<file path="src/rtl/tlb_ctrl_seq.sv">
// -----------------------------------------------------------------------------
// tlb_ctrl_seq
//   Sequential TLB control for one MMU path (instruction or data). It
//   classifies each lookup as translated or bare, checks the virtual address
//   is canonical for Sv39/Sv48/Sv57, and checks the hit entry's permissions.
//   Around that check it sequences:
//     - misses to the page table walker (request, wait, fill or fault),
//     - hardware A/D-bit updates through a request/acknowledge handshake,
//     - sfence.vma flushes, invalidating one TLB entry per cycle.
//
// Ports
//   clk, reset            clock, synchronous active-high reset
//   SATP_MODE             0 = bare, 8/9/10 = Sv39/Sv48/Sv57
//   VAdr                  virtual address of the access
//   PrivilegeModeW        current privilege (0=U, 1=S, 3=M)
//   STATUS_MXR/SUM/MPRV   mstatus bits
//   STATUS_MPP            mstatus previous privilege
//   ReadAccess/WriteAccess access request
//   DisableTranslation    force bare addressing
//   CAMHit                TLB lookup hit
//   PTEAccessBits         {D,A,G,U,X,W,R,V} of the hit entry
//   Misaligned            misaligned superpage
//   TLBFlush              sfence.vma pulse
//   WalkAck/WalkDone/WalkFault  walker handshake and result
//   DAAck                 A/D update written back
//   Translate             translation active (combinational)
//   TLBHit                usable hit this cycle
//   TLBPageFault          page fault
//   TLBStall              hold the pipeline
//   WalkReq/WalkAbort     walker request / cancel
//   TLBWrite              write walked PTE into the TLB
//   DAReq                 request hardware A/D update
//   FlushValid/FlushIdx   invalidate TLB entry FlushIdx
// -----------------------------------------------------------------------------
module tlb_ctrl_seq #(
    parameter int XLEN    = 64,
    parameter int ITLB    = 0,
    parameter int ENTRIES = 16,
    parameter int SVADU   = 1,
    parameter int MAXMODE = 10
) (
    input  logic                        clk,
    input  logic                        reset,
    input  logic [3:0]                  SATP_MODE,
    input  logic [XLEN-1:0]             VAdr,
    input  logic [1:0]                  PrivilegeModeW,
    input  logic                        STATUS_MXR,
    input  logic                        STATUS_SUM,
    input  logic                        STATUS_MPRV,
    input  logic [1:0]                  STATUS_MPP,
    input  logic                        ReadAccess,
    input  logic                        WriteAccess,
    input  logic                        DisableTranslation,
    input  logic                        CAMHit,
    input  logic [7:0]                  PTEAccessBits,
    input  logic                        Misaligned,
    input  logic                        TLBFlush,
    input  logic                        WalkAck,
    input  logic                        WalkDone,
    input  logic                        WalkFault,
    input  logic                        DAAck,
    output logic                        Translate,
    output logic                        TLBHit,
    output logic                        TLBPageFault,
    output logic                        TLBStall,
    output logic                        WalkReq,
    output logic                        WalkAbort,
    output logic                        TLBWrite,
    output logic                        DAReq,
    output logic                        FlushValid,
    output logic [$clog2(ENTRIES)-1:0]  FlushIdx
);

    localparam int                  IDXW     = $clog2(ENTRIES);
    localparam logic [IDXW-1:0]     LAST_IDX = IDXW'(ENTRIES - 1);
    localparam logic                IS_ITLB  = (ITLB != 0);
    localparam logic                HW_AD    = (SVADU != 0);
    localparam logic [3:0]          MAX_MODE = 4'(MAXMODE);

    typedef enum logic [2:0] {
        S_IDLE, S_REQ, S_WAIT, S_FILL, S_FAULT, S_ADU, S_FLUSH
    } state_t;

    state_t            state_q, state_d;
    logic [IDXW-1:0]   flush_idx_q, flush_idx_d;

    // ---------------- translation enable ----------------
    // Instruction fetches ignore MPRV; data accesses use MPP when MPRV is set.
    logic [1:0] eff_mode;
    assign eff_mode  = (!IS_ITLB && STATUS_MPRV) ? STATUS_MPP : PrivilegeModeW;
    assign Translate = (SATP_MODE != 4'd0) & (eff_mode != 2'b11) & ~DisableTranslation;

    // ---------------- canonical address check ----------------
    logic upper_bits_unequal;
    generate
        if (XLEN >= 57) begin : g_upper
            logic ok39, ok48, ok57;
            assign ok39 = (&VAdr[XLEN-1:38]) | ~(|VAdr[XLEN-1:38]);
            assign ok48 = (&VAdr[XLEN-1:47]) | ~(|VAdr[XLEN-1:47]);
            assign ok57 = (&VAdr[XLEN-1:56]) | ~(|VAdr[XLEN-1:56]);
            always_comb begin
                upper_bits_unequal = 1'b1;   // unsupported modes always fault
                if (SATP_MODE <= MAX_MODE) begin
                    case (SATP_MODE)
                        4'd8:    upper_bits_unequal = ~ok39;
                        4'd9:    upper_bits_unequal = ~ok48;
                        4'd10:   upper_bits_unequal = ~ok57;
                        default: upper_bits_unequal = 1'b1;
                    endcase
                end
            end
        end else begin : g_no_upper
            // Sv32 has no upper address bits to check.
            logic unused_vadr;
            assign unused_vadr        = &{1'b0, VAdr};
            assign upper_bits_unequal = 1'b0;
        end
    endgenerate

    // ---------------- permission check ----------------
    logic pte_v, pte_r, pte_w, pte_x, pte_u, pte_a, pte_d;
    logic unused_pte_g;
    assign {pte_d, pte_a, unused_pte_g, pte_u, pte_x, pte_w, pte_r, pte_v} = PTEAccessBits;

    logic priv_fault, access_fault, need_da, perm_fault;
    assign priv_fault = ((eff_mode == 2'b00) & ~pte_u)
                      | ((eff_mode == 2'b01) & pte_u & (IS_ITLB | ~STATUS_SUM));
    // Fetches only need X; data reads may use X pages when MXR is set.
    assign access_fault = IS_ITLB ? ~pte_x
                        : ((ReadAccess & ~pte_r & ~(STATUS_MXR & pte_x))
                          | (WriteAccess & ~pte_w));
    assign need_da    = ~pte_a | (WriteAccess & ~pte_d);
    assign perm_fault = priv_fault | access_fault | ~pte_v | Misaligned
                      | upper_bits_unequal | (~HW_AD & need_da);

    // ---------------- lookup classification ----------------
    logic lookup, hit, adu_needed;
    assign lookup     = Translate & (ReadAccess | WriteAccess) & (state_q == S_IDLE);
    assign hit        = lookup & CAMHit;
    assign adu_needed = hit & ~perm_fault & need_da & HW_AD;

    assign TLBHit   = hit;
    assign TLBStall = (state_q != S_IDLE) | (lookup & ~CAMHit) | adu_needed;
    assign FlushIdx = flush_idx_q;

    // ---------------- state register ----------------
    always_ff @(posedge clk) begin
        if (reset) begin
            state_q     <= S_IDLE;
            flush_idx_q <= '0;
        end else begin
            state_q     <= state_d;
            flush_idx_q <= flush_idx_d;
        end
    end

    // ---------------- next state / outputs ----------------
    always_comb begin
        state_d      = state_q;
        flush_idx_d  = flush_idx_q;
        TLBPageFault = 1'b0;
        WalkReq      = 1'b0;
        WalkAbort    = 1'b0;
        TLBWrite     = 1'b0;
        DAReq        = 1'b0;
        FlushValid   = 1'b0;

        case (state_q)
            S_IDLE: begin
                if (hit & perm_fault)      TLBPageFault = 1'b1;
                else if (adu_needed)       state_d      = S_ADU;
                else if (lookup & ~CAMHit) state_d      = S_REQ;
            end
            S_REQ: begin
                WalkReq = 1'b1;
                // A walk that finishes in the accepting cycle completes directly.
                if (WalkAck) begin
                    if (WalkDone) state_d = WalkFault ? S_FAULT : S_FILL;
                    else          state_d = S_WAIT;
                end
            end
            S_WAIT: begin
                if (WalkDone) state_d = WalkFault ? S_FAULT : S_FILL;
            end
            S_FILL: begin
                TLBWrite = 1'b1;
                state_d  = S_IDLE;
            end
            S_FAULT: begin
                TLBPageFault = 1'b1;
                state_d      = S_IDLE;
            end
            S_ADU: begin
                DAReq = 1'b1;
                if (DAAck) state_d = S_IDLE;
            end
            S_FLUSH: begin
                FlushValid = 1'b1;
                if (flush_idx_q == LAST_IDX) state_d = S_IDLE;
                else                         flush_idx_d = flush_idx_q + 1'b1;
            end
            default: state_d = S_IDLE;
        endcase

        // A flush overrides every other transition and cancels outstanding work.
        if (TLBFlush) begin
            state_d     = S_FLUSH;
            flush_idx_d = '0;
            if (state_q == S_REQ || state_q == S_WAIT) begin
                WalkAbort = 1'b1;
                WalkReq   = 1'b0;
            end
            if (state_q == S_ADU) DAReq = 1'b0;
        end
    end

endmodule
</file>
<file path="config.mk">
export PLATFORM = sky130hd
export DESIGN_NAME = tlb_ctrl_seq
export DESIGN_NICKNAME = d
export VERILOG_FILES = /design/src/rtl/tlb_ctrl_seq.sv
export SDC_FILE = /design/constraint.sdc
export NUM_CORES = 1
export LEC_CHECK = 0
export CAP_MARGIN = 15
export CORE_ASPECT_RATIO = 0.9
export CORE_UTILIZATION = 27
export DETAILED_ROUTE_END_ITERATION = 6
export GPL_ROUTABILITY_DRIVEN = 0
export PLACE_DENSITY = 0.82
export SLEW_MARGIN = 40
export SYNTH_ARGS = -nofsm -noshare
export SYNTH_HDL_FRONTEND = slang
export SYNTH_SLANG_ARGS = --single-unit
</file>
<file path="constraint.sdc">
create_clock -name clk -period 2.64 [get_ports clk]
set_clock_uncertainty 0.15 [all_clocks]
set_input_delay 0.528 -clock clk [delete_from_list [all_inputs] [get_ports clk]]
set_output_delay 0.528 -clock clk [all_outputs]
set_load 0.01 [all_outputs]
</file>
==> summary.md <==
| Metric | Value |
|---|---|
| Synth area leader | dfxtp_1 |
| Sequential power share | 22.2% |
| Max_slew headroom | 78.2% |
| Largest net degree at the start of global routing | 11 |
| Number of flops mapped to enable cells by yosys | 0 |
| CTS tree | yes |
| Setup WS pre-CTS | -776 ps |
| Post-route minimum period | 2710 ps |
| #FFs+latches synth | 7 |
| Pwr Density | 278 nW/µm² |
| Share of layout cells above drive strength 1 | 31.8% |
| Critical path peak fanout | 3 |
| Die Area | 3580 µm² |
| Nets | 314 |
| Worst slew pin tran | 325 ps |
| Cell variety after synth | 46 |
| Cell Area, Synth | 902 µm² |
| Global-route wire length before repair | 5.02 mm |
| ANT nets after route | 0 |
| Crit path to | TLBPageFault |
| Crit path launch type | input pin |
| Critical path endpoint category | output pin |
| Mapped Cells | 122 |
| Crit-path most repeated cell | buf_2 |
| Syn Nets | 218 |
| Synth Area per Inst | 7.39 µm² |
| DR iter-0 viols | 25 |
| Initial DRT Pass Iterations | 4 |
| Switching Fraction | 30.5% |
| Top post-synthesis cells by count | 13 x nor2_1, 9 x inv_1, 9 x nand2_1, 7 x dfxtp_1, 7 x nor3_1 |
| Total gr overflow | 0 |
| Status | finished, violations left |
| Chip width | 62.9 µm |
| Port buffer count | 68 |
| Via density | 4.79 |
| Synth top area share | 15.5% |
| Drc violations | 0 |
| CTS H-tree lvls | 1 |
| Ys async rst share | 0% |
| Crit-path slowest cell | or4_4 |
| CP max stage delay | 520 ps |
| Antenna fix cells | 0 |
| Row count | 19 |
| Final worst slack | -68.1 ps |
| Via count | 1240 |
| Most common cell in the synthesized netlist | nor2_1 |
| R2R depth | 7 |
| Synth Flop Type | dfxtp_1 |
| YS warnings | 0 |
| Maximum VDD drop | 0.226 mV |
| Register area share after synthesis | 15.5% |
| Clock Sinks | 7 |
| Worst Path Class, Setup | input pin to output pin |
| Clock latency on the worst-skew pair | 230 ps |
| Core footprint | 3110 µm² |
| WHS | 404 ps |
| Reg2reg start | state_q[1] |
| Vias in the first global route | 1243 |
| F_max | 0.369 GHz |
| Max-cap violation count | 0 |
| Crit path from | VAdr[52] |
| Num CTS Buffers | 3 |
| DP Area | 1800 µm² |
| Combinational share of power | 48.7% |
| RSZ-0062 raised after global routing | yes |
| Net switching power | 159 µW |
| Worst hold path class | register to register |
| Worst Path Arrival | 2030 ps |
| CP required | 1960 ps |
| Die Y | 56.8 µm |
| RR Endpoint | state_q[2] |
| Final instance area | 1870 µm² |
| Final Hold Fails | 0 |
| CP cell instances | buf_2 -> or4_4 -> nor4_4 -> a32oi_2 -> nand3_2 -> a21oi_2 -> o21a_1 -> buf_2 |
| Failing checks | setup timing |
| Drt wl/cell | 12.1 µm |
| P_int | 361 µW |
| Final Max Slew Viols | 0 |
| Clk pwr share | 29.2% |
| Leakage | 0.800 nW |
| Initial Util | 29.0% |
| Clock slew at reported path FFs | 40 ps |
| Tcrit/Tclk final | 103% |
| R2r setup slk | 890 ps |
| Gr usage total | 17.6% |
| Largest cells by area after synthesis | dfxtp_1 16%, nor2_1 5.4%, nor4_4 4.7% |
| Setup violators final | 2 |
| Initial antenna violation count | 0 |
| Area Overhead vs Synth | 107% |
| Clock Tree Buf Depth | 2 |
| Detailed placement HPWL | 2.55 mm |
| Detailed-route wire length | 3.14 mm |
| CTS root buf | clkbuf_8 |
| Ports | 108 |
| Tot Pwr | 519 µW |
| # hold bufs at CTS | 0 |
| Fillers | 292 |
layout by cell type (no fill, tap or decap), types with 2 or more instances in the layout:
cell type	synthesis	layout
a211oi_1	3	3
nor3_1	7	5
buf_2	2	4
inv_1	9	9
buf_4	0	26
dlygate4sd2_1	0	12
clkdlybuf4s15_1	0	6
clkbuf_2	0	8
o21ai_1	2	2
dlymetal6s2s_1	0	2
a21oi_1	5	5
nand2_1	9	9
nor2_1	13	12
clkdlybuf4s50_1	0	34
nor3_2	0	2
o22ai_1	2	2
a31oi_1	2	2
nand3b_1	2	2
nor4_2	2	2
nor2b_1	6	5
nor4_4	2	3
buf_6	0	2
o21ai_0	4	4
nand4_1	5	5
nand3_1	6	6
mux2i_1	3	3
dfxtp_1	7	7
clkbuf_8	0	3
nand2b_1	2	2
or4_4	1	4
kinds of logic (layout without fill, tap and decap cells):
family	after synthesis	in the layout	synth area share [%]
buffers and inverters	12	107	5.27
adder cells (fa/ha/maj)	1	1	1.39
multiplexers	3	3	3.33
AND/OR/NAND/NOR	68	68	46.6
XOR/XNOR	2	2	1.94
AO/OA/AOI/OAI	29	29	25.9
flip-flops	7	7	15.5
how the worst min path moves through the flow:
stage,startpoint,to,slack (ps),cells after the start
after global routing,FlushIdx[1],FlushIdx[1],430,2
after global placement,FlushIdx[1],FlushIdx[1],400,2
final,FlushIdx[1],FlushIdx[1],400,2
after floorplan,FlushIdx[1],FlushIdx[1],420,2
after CTS,FlushIdx[1],FlushIdx[1],410,2
after detailed placement,FlushIdx[1],FlushIdx[1],400,2
routing by layer:
| layer | share of wire, % | GRT usage, % |
|---|---|---|
| met3 | 5.5 | 4.07 |
| met1 | 44 | 20.6 |
| met4 | 0.89 | 3.99 |
| met2 | 50 | 32.0 |
| met5 | 0 | 0 |
cell type report:
cell class                 count  area, µm²  area share [%]
multi-input combinational    103        790            42.2
timing repair buffer          94        808            43.2
clock buffer                   4       45.0            2.41
sequential                     7        140            7.50
tap                           42       52.6            2.81
inverter                       9       33.8            1.81
state kept, by name, summed over array words and instances (netlist names):
register,count
state_q,3
FlushIdx,4
through the flow:
stage	std cells	TNS, ps	util (%)
3_3_place_gp	253	-2090	57.9
3_5_place_dp	253	-2260	57.9
4_1_cts	258	-247	60.2
5_1_grt	259	-161	60.0
2_1_floorplan	122	0	-
6_report	259	-90.2	60.0
power by group through the flow:
| stage | sequential (mW) | clock (mW) | combinational, mW |
|---|---|---|---|
| floorplan | 0.117 | 0 | 0.0990 |
| global placement | 0.116 | 0 | 0.260 |
| detailed placement | 0.117 | 0 | 0.264 |
| CTS | 0.115 | 0.156 | 0.252 |
| global route | 0.115 | 0.168 | 0.271 |
| finish | 0.115 | 0.151 | 0.253 |
worst max-delay path: cells and delay by family:
kind / cells / cell delay [ps]
buf+inv: 2 / 240
compound gates: 3 / 390
simple gates: 3 / 860
timing repair:
action | in CTS | in global routing
gates resized for setup | 70 | 21
endpoints found under the setup margin | 4 | 4
buffers inserted | 1 | 1
pin swaps | 16 | 21
Note: power is estimated with default switching activity, not from simulation.
